==> src/rtl/irq_source_gen_if.sv <==
// Configuration, event/ack strobes and status outputs of the interrupt
// source generator, grouped as one bundle between driver and generator.
interface irq_source_gen_if #(
  parameter int CNT_W   = 8,
  parameter int PULSE_W = 4,
  parameter int GAP_W   = 4
);
  logic               en;
  logic               mode;
  logic [PULSE_W-1:0] pulse_len;
  logic [GAP_W-1:0]   gap_len;
  logic               evt;
  logic               ack;
  logic               ovf_clr;
  logic               irq_out;
  logic               busy;
  logic [CNT_W-1:0]   pend_cnt;
  logic               overflow;

  modport master (
    output en, mode, pulse_len, gap_len, evt, ack, ovf_clr,
    input  irq_out, busy, pend_cnt, overflow
  );

  modport slave (
    input  en, mode, pulse_len, gap_len, evt, ack, ovf_clr,
    output irq_out, busy, pend_cnt, overflow
  );
endinterface

==> src/rtl/irq_source_gen.sv <==
// Interrupt source generator: turns single-cycle event strobes into level
// (held until ack) or pulse (programmable width) interrupts, queues events
// in a saturating counter and enforces a minimum low gap between assertions.
module irq_source_gen #(
  parameter int CNT_W   = 8,
  parameter int PULSE_W = 4,
  parameter int GAP_W   = 4
) (
  input  logic           pclk,
  input  logic           preset,
  irq_source_gen_if.slave bus
);

  localparam int TW = (PULSE_W > GAP_W) ? PULSE_W : GAP_W;

  typedef enum logic [1:0] {
    IDLE   = 2'd0,
    ASSERT = 2'd1,
    GAP    = 2'd2
  } state_t;

  state_t           state, state_nxt;
  logic [TW-1:0]    timer, timer_nxt;
  logic             mode_q, mode_nxt;
  logic             irq_q, irq_nxt;
  logic             busy_q;
  logic [CNT_W-1:0] cnt_q, cnt_nxt;
  logic             ovf_q, ovf_nxt;
  logic             issue;

  // Next-state, waveform timer and issue decision
  always_comb begin
    state_nxt = state;
    timer_nxt = timer;
    mode_nxt  = mode_q;
    irq_nxt   = irq_q;
    issue     = 1'b0;
    case (state)
      IDLE: begin
        if (bus.en && (cnt_q != '0)) begin
          issue     = 1'b1;
          state_nxt = ASSERT;
          irq_nxt   = 1'b1;
          mode_nxt  = bus.mode;
          // Timer holds remaining high cycles minus one; pulse_len 0 acts as 1
          timer_nxt = (bus.pulse_len == '0) ? '0 : (TW'(bus.pulse_len) - TW'(1));
        end
      end
      ASSERT: begin
        if ((mode_q && (timer == '0)) || (!mode_q && bus.ack)) begin
          state_nxt = GAP;
          irq_nxt   = 1'b0;
          timer_nxt = TW'(bus.gap_len);
        end else if (mode_q) begin
          timer_nxt = timer - TW'(1);
        end
      end
      GAP: begin
        if (timer == '0) begin
          state_nxt = IDLE;
        end else begin
          timer_nxt = timer - TW'(1);
        end
      end
      default: begin
        state_nxt = IDLE;
        irq_nxt   = 1'b0;
      end
    endcase
  end

  // Pending-event counter and sticky overflow
  always_comb begin
    cnt_nxt = cnt_q;
    ovf_nxt = ovf_q;
    if (bus.ovf_clr) begin
      ovf_nxt = 1'b0;
    end
    if (bus.evt && !issue) begin
      if (cnt_q == '1) begin
        ovf_nxt = 1'b1;
      end else begin
        cnt_nxt = cnt_q + CNT_W'(1);
      end
    end else if (!bus.evt && issue) begin
      cnt_nxt = cnt_q - CNT_W'(1);
    end
  end

  // State, latched config and output registers
  always_ff @(posedge pclk or posedge preset) begin
    if (preset) begin
      state  <= IDLE;
      timer  <= '0;
      mode_q <= 1'b0;
      irq_q  <= 1'b0;
      busy_q <= 1'b0;
      cnt_q  <= '0;
      ovf_q  <= 1'b0;
    end else begin
      state  <= state_nxt;
      timer  <= timer_nxt;
      mode_q <= mode_nxt;
      irq_q  <= irq_nxt;
      busy_q <= (state_nxt != IDLE);
      cnt_q  <= cnt_nxt;
      ovf_q  <= ovf_nxt;
    end
  end

  assign bus.irq_out  = irq_q;
  assign bus.busy     = busy_q;
  assign bus.pend_cnt = cnt_q;
  assign bus.overflow = ovf_q;

endmodule

==> src/flat_wrapper.sv <==
// flat-port wrapper written by rule: the top's interface ports become plain ports
module irq_source_gen_flat 
#(
  parameter int CNT_W   = 8,
  parameter int PULSE_W = 4,
  parameter int GAP_W   = 4
)
  (pclk, preset, bus_en, bus_mode, bus_pulse_len, bus_gap_len, bus_evt, bus_ack, bus_ovf_clr, bus_irq_out, bus_busy, bus_pend_cnt, bus_overflow);
  irq_source_gen_if #(.CNT_W(CNT_W), .PULSE_W(PULSE_W), .GAP_W(GAP_W)) bus_i ();
  input  logic pclk;
  input  logic preset;
  input wire logic [$bits(bus_i.en)-1:0] bus_en;
  input wire logic [$bits(bus_i.mode)-1:0] bus_mode;
  input wire logic [$bits(bus_i.pulse_len)-1:0] bus_pulse_len;
  input wire logic [$bits(bus_i.gap_len)-1:0] bus_gap_len;
  input wire logic [$bits(bus_i.evt)-1:0] bus_evt;
  input wire logic [$bits(bus_i.ack)-1:0] bus_ack;
  input wire logic [$bits(bus_i.ovf_clr)-1:0] bus_ovf_clr;
  output wire logic [$bits(bus_i.irq_out)-1:0] bus_irq_out;
  output wire logic [$bits(bus_i.busy)-1:0] bus_busy;
  output wire logic [$bits(bus_i.pend_cnt)-1:0] bus_pend_cnt;
  output wire logic [$bits(bus_i.overflow)-1:0] bus_overflow;
  assign bus_i.en = bus_en;
  assign bus_i.mode = bus_mode;
  assign bus_i.pulse_len = bus_pulse_len;
  assign bus_i.gap_len = bus_gap_len;
  assign bus_i.evt = bus_evt;
  assign bus_i.ack = bus_ack;
  assign bus_i.ovf_clr = bus_ovf_clr;
  assign bus_irq_out = bus_i.irq_out;
  assign bus_busy = bus_i.busy;
  assign bus_pend_cnt = bus_i.pend_cnt;
  assign bus_overflow = bus_i.overflow;
  irq_source_gen #(.CNT_W(CNT_W), .PULSE_W(PULSE_W), .GAP_W(GAP_W)) u_core (.pclk(pclk), .preset(preset), .bus(bus_i));
endmodule
==> config.mk <==
export PLATFORM = sky130hd
export DESIGN_NAME = irq_source_gen_flat
export DESIGN_NICKNAME = d
export VERILOG_FILES = /design/src/rtl/irq_source_gen_if.sv /design/src/rtl/irq_source_gen.sv /design/src/flat_wrapper.sv
export SDC_FILE = /design/constraint.sdc
export NUM_CORES = 1
export LEC_CHECK = 0
export ABC_AREA = 1
export BUFFER_PORTS_ARGS = -buffer_cell sky130_fd_sc_hd__buf_4
export CAP_MARGIN = 20
export CORE_MARGIN = 2
export CORE_UTILIZATION = 25
export CTS_CLUSTER_SIZE = 24
export DETAILED_ROUTE_END_ITERATION = 16
export PLACE_DENSITY = 0.5
export SLEW_MARGIN = 0
export SYNTH_ARGS = -nofsm -noshare
export SYNTH_HDL_FRONTEND = slang
export SYNTH_SLANG_ARGS = --single-unit
==> constraint.sdc <==
create_clock -name pclk -period 4.76 [get_ports pclk]
set_clock_uncertainty 0.2 [all_clocks]
set_input_delay 0 -clock pclk [delete_from_list [all_inputs] [get_ports pclk]]
set_output_delay 0 -clock pclk [all_outputs]
set_load 0.005 [all_outputs]
==> impl_summary.md <==
Status
The run finished with clean final reports.

CTS
The clock drives 18 sinks. The clock tree root driver cell is sky130_fd_sc_hd__clkbuf_8. TritonCTS built the clock tree. After clock tree synthesis, the clock-pin slew on the worst setup and hold paths is 0.07 ns. The number of buffers created by CTS is 3. The hold buffer count at cts is 11. The clock tree buffer depth is 2. The number of levels the H-tree was split into is 1. After clock tree synthesis, the setup repair step added 0 buffers. Clock latency on the worst-skew pair, taken at its later pin, is 0.26 ns.

The total of cells resized after clock tree synthesis is 0.

Global route
The fraction of met3 tracks used by global routing is 1.70%. The busiest metal layer after global routing is met2. For met1 alone, demand over resource in global routing was 16.6%. Global routing finished with a remaining overflow of 0.

The initial antenna violation count is 0. The via count of the first global-routing pass is 1,315. Entering global routing, the biggest net connects 19 pins. The met2 track demand over resource in global routing is 18.0%.

The first global-routing pass estimated 5910 um of wire. The global-route total usage across every layer is 11.7%.

STA
Based on the critical path, the design can be clocked at up to 376 MHz. Summed over all failing endpoints, the final setup total negative slack is 0 ns. Setup repair after global routing left no endpoint under its margin.

The hold slack is 0.00208 ns. The final critical delay including setup and external delays is 2.66 ns. The number of pins with negative max-slew slack in the final report is 0.

After layout, the worst path uses 55.8% of the clock period. The measured slew at the worst slew-check pin is 0.748 ns. Headroom to the max-slew limit came out at 50.1%. Setup violations remaining at the end of the flow were counted as 0. The final number of hold-violating endpoints came to 0.

Worst setup path
The slowest stage of the critical path belongs to the cell sky130_fd_sc_hd__dfrtp_1. The biggest cell delay along the critical path is 0.48 ns. Together, buffers and inverters on the worst path number 3.

Setup slack on the worst reg-to-reg path comes out at 2.10 ns. Among cell families on the critical path, the largest total delay comes from simple AND/OR/NAND/NOR gates. The arrival time at the worst endpoint is 2.61 ns. The category of the worst setup path capture point is a register. The signal on the critical path passes through nor2_1 -> nand2_1 -> inv_1 -> nand2_2 -> nand3_4 -> nand2_1 -> ha_1 -> nand3_1 -> nand3_1 -> nand2_1 -> nand2_1 -> inv_1 -> nand3_1 -> nand3_1 -> nand2_1 -> inv_1.

The worst setup path is of the register to register kind. By instance count, the cell type seen most on the critical path is sky130_fd_sc_hd__nand2_1. In this run the worst path has a maximum fanout of 8. The endpoint required time on the critical path is 4.72 ns.

STA classifies the critical path startpoint as a register.

Placement
Buffers placed on the I/O ports in this run total 25. The sum of net half-perimeters after detailed placement is 2640 um. Once placement finished, the instance area stood at 1710 um2. The congestion estimate from routability-driven global placement came to 0.835.

Route
The pre-antenna-repair detailed-routing pass consisted of 4 iterations. Dividing the detail-routed wire length by the instance count gives 11.1 um. The antenna violation net count after detailed routing is 0. The wire length after detailed routing is 3410 um. In the routed design, unresolved DRC markers number 0.

In this run, the number of DRC markers left after iteration 0 of detailed routing was 38. The via count of the routed design is 1,332. In the routed layout, each cell is associated on average with a via count of 4.32.

Synth
Yosys attributes the largest share of cell area to sky130_fd_sc_hd__dfrtp_1 31%, sky130_fd_sc_hd__nand2_1 14%, sky130_fd_sc_hd__ha_1 10%. The netlist area before placement is 1440 um2. Synthesis instantiated 24 different standard cells from the library. In this run, synthesis produced a sequential element count of 18. The synthesized instance count is 196. Synthesis produced a netlist with a net count of 224. Sorting the synthesized cells by how often they occur yields 55 x sky130_fd_sc_hd__nand2_1, 29 x sky130_fd_sc_hd__inv_1, 20 x sky130_fd_sc_hd__nand3_1. The number of synthesized flops with an enable pin is 0. The proportion of synthesized chip area in sequential cells is 31.4%.

The area share of the largest cell type after synthesis is 31.4%. The cell with the most instances after synthesis is sky130_fd_sc_hd__nand2_1. Averaged over all synthesized cells, the footprint is 7.32 um2. In the synthesized netlist the async set-or-reset flop fraction comes to 100%.

The largest area contributor in the netlist is sky130_fd_sc_hd__dfrtp_1. The leading register cell type out of synthesis is sky130_fd_sc_hd__dfrtp_1. Yosys printed 0 warnings.

Layout
The synthesis-to-layout area growth is 30.9%. At the end of the flow, the number of nets in the layout was 265. Cells with a size suffix above 1 make up 16.5% of the layout. The final non-filler cell area is 1880 um2. The filler cell count is 590. The number of diodes added for antenna fixing is 0. The end-of-flow core utilization is 33.9%.

Floorplanning
The floorplan row count is 27. In this run the vertical extent of the chip is 79.8 um. The die covers 6360 um2.

During I/O placement, the number of pins put on the boundary was 26. In this run the standard cell core region covers 5540 um2. The initial core utilization is 25.9%.

The floorplan step set the die width to 79.8 um.

Power and ir drop
The leakage dissipation is 0.974 nW. For this design the ratio of total power to cell area is 699 nW/um2. Across the VDD grid, the largest voltage drop is 0.000179 V.

Job
The number of maximum-capacitance constraint violations is 0.

Hold path
The class of the most critical hold timing path is input pin to register.
[final cells by class]
class                   instances  area, um2  share of cell area, %
repair buffers                 36        298                   15.9
well taps                      72       90.1                   4.80
flip-flops and latches         18        450                   24.0
multi-input cells             149        876                   46.6
clock buffers                   4       55.1                   2.93
inverters                      29        109                   5.80
[layout by cell type, fill, tap and decap left out]
cell type                       count
sky130_fd_sc_hd__a21o_1             2
sky130_fd_sc_hd__fa_1               1
sky130_fd_sc_hd__nand3_4            2
sky130_fd_sc_hd__nor2_1            15
sky130_fd_sc_hd__nand3_1           20
sky130_fd_sc_hd__nand2_4            1
sky130_fd_sc_hd__o21ai_2            1
sky130_fd_sc_hd__inv_1             29
sky130_fd_sc_hd__ha_1              12
sky130_fd_sc_hd__a21oi_2            1
sky130_fd_sc_hd__o22ai_1            1
sky130_fd_sc_hd__buf_4             25
sky130_fd_sc_hd__a31oi_1            1
sky130_fd_sc_hd__nand2_1           55
sky130_fd_sc_hd__nand2_2            2
sky130_fd_sc_hd__clkbuf_8           4
sky130_fd_sc_hd__nand4_4            1
sky130_fd_sc_hd__nor3_1             1
sky130_fd_sc_hd__nor3_2             2
sky130_fd_sc_hd__nand4_1            5
sky130_fd_sc_hd__o21ai_0            6
sky130_fd_sc_hd__xnor2_1            2
sky130_fd_sc_hd__xor2_1             6
sky130_fd_sc_hd__dfrtp_1           18
sky130_fd_sc_hd__dlygate4sd3_1     11
sky130_fd_sc_hd__or2_1              1
sky130_fd_sc_hd__a21oi_1           11
[logic make-up (layout without fill, tap and decap cells)]
group                      count (synthesis)  count (layout)  synth area share [%]
buffers and inverters                     29              69                  7.58
DFF                                       18              18                  31.4
xor gates and xnor gates                   8               8                  4.88
AOI/OAI and AO/OA                         23              23                  9.07
and+or+nand+nor                          105             105                  35.2
adders and majority gates                 13              13                  11.9
[metal layers]
metal | wire [um] | share of wire (%)
met1 | 1810 | 53
met4 | 65 | 1.9
met5 | 0 | 0
met3 | 92 | 2.7
met2 | 1440 | 42
[metrics by stage]
step | std cells | power, mW | worst slack (ns)
4_1_cts | 308 | 1.32 | 2.11
3_3_place_gp | 293 | 1.16 | 2.14
3_5_place_dp | 293 | 1.14 | 2.12
2_1_floorplan | 196 | 0.909 | 2.42
5_1_grt | 308 | 1.47 | 1.77
6_report | 308 | 1.31 | 2.10
[where the power goes]
group          switching (mW)  leakage [nW]  total, mW  internal [mW]
Sequential             0.0879         0.221      0.320          0.233
Combinational           0.484         0.724      0.864          0.380
Clock                  0.0546        0.0288      0.128         0.0736
[final timing paths]
check,start,to,depth (start not counted)
worst min-delay path,bus_en,u_core.bus.pend_cnt[6],4
worst max register to register,u_core.bus.pend_cnt[0],u_core.bus.pend_cnt[7],16
min in group asynchronous,preset,u_core.bus.pend_cnt[5],3
worst min register to register,u_core.timer[1],u_core.timer[1],2
max in group asynchronous,preset,u_core.bus.irq_out,3
worst max-delay path,u_core.bus.pend_cnt[0],u_core.bus.pend_cnt[7],16
[registers in the layout, summed over array words and instances, names as in the netlist]
signal / count
u_core.bus.pend_cnt: 8
u_core.timer: 4
u_core.state: 2
u_core.bus.busy: 1
u_core.bus.irq_out: 1
u_core.bus.overflow: 1
u_core.mode_q: 1
[tightest hold or removal path, cell delays in order]
cell and delay [ns]:
sky130_fd_sc_hd__buf_4 0.14, sky130_fd_sc_hd__nand4_4 0.14, sky130_fd_sc_hd__nand3_1 0.09, sky130_fd_sc_hd__nand2_1 0.06
Power figures use the tool's default switching activity.
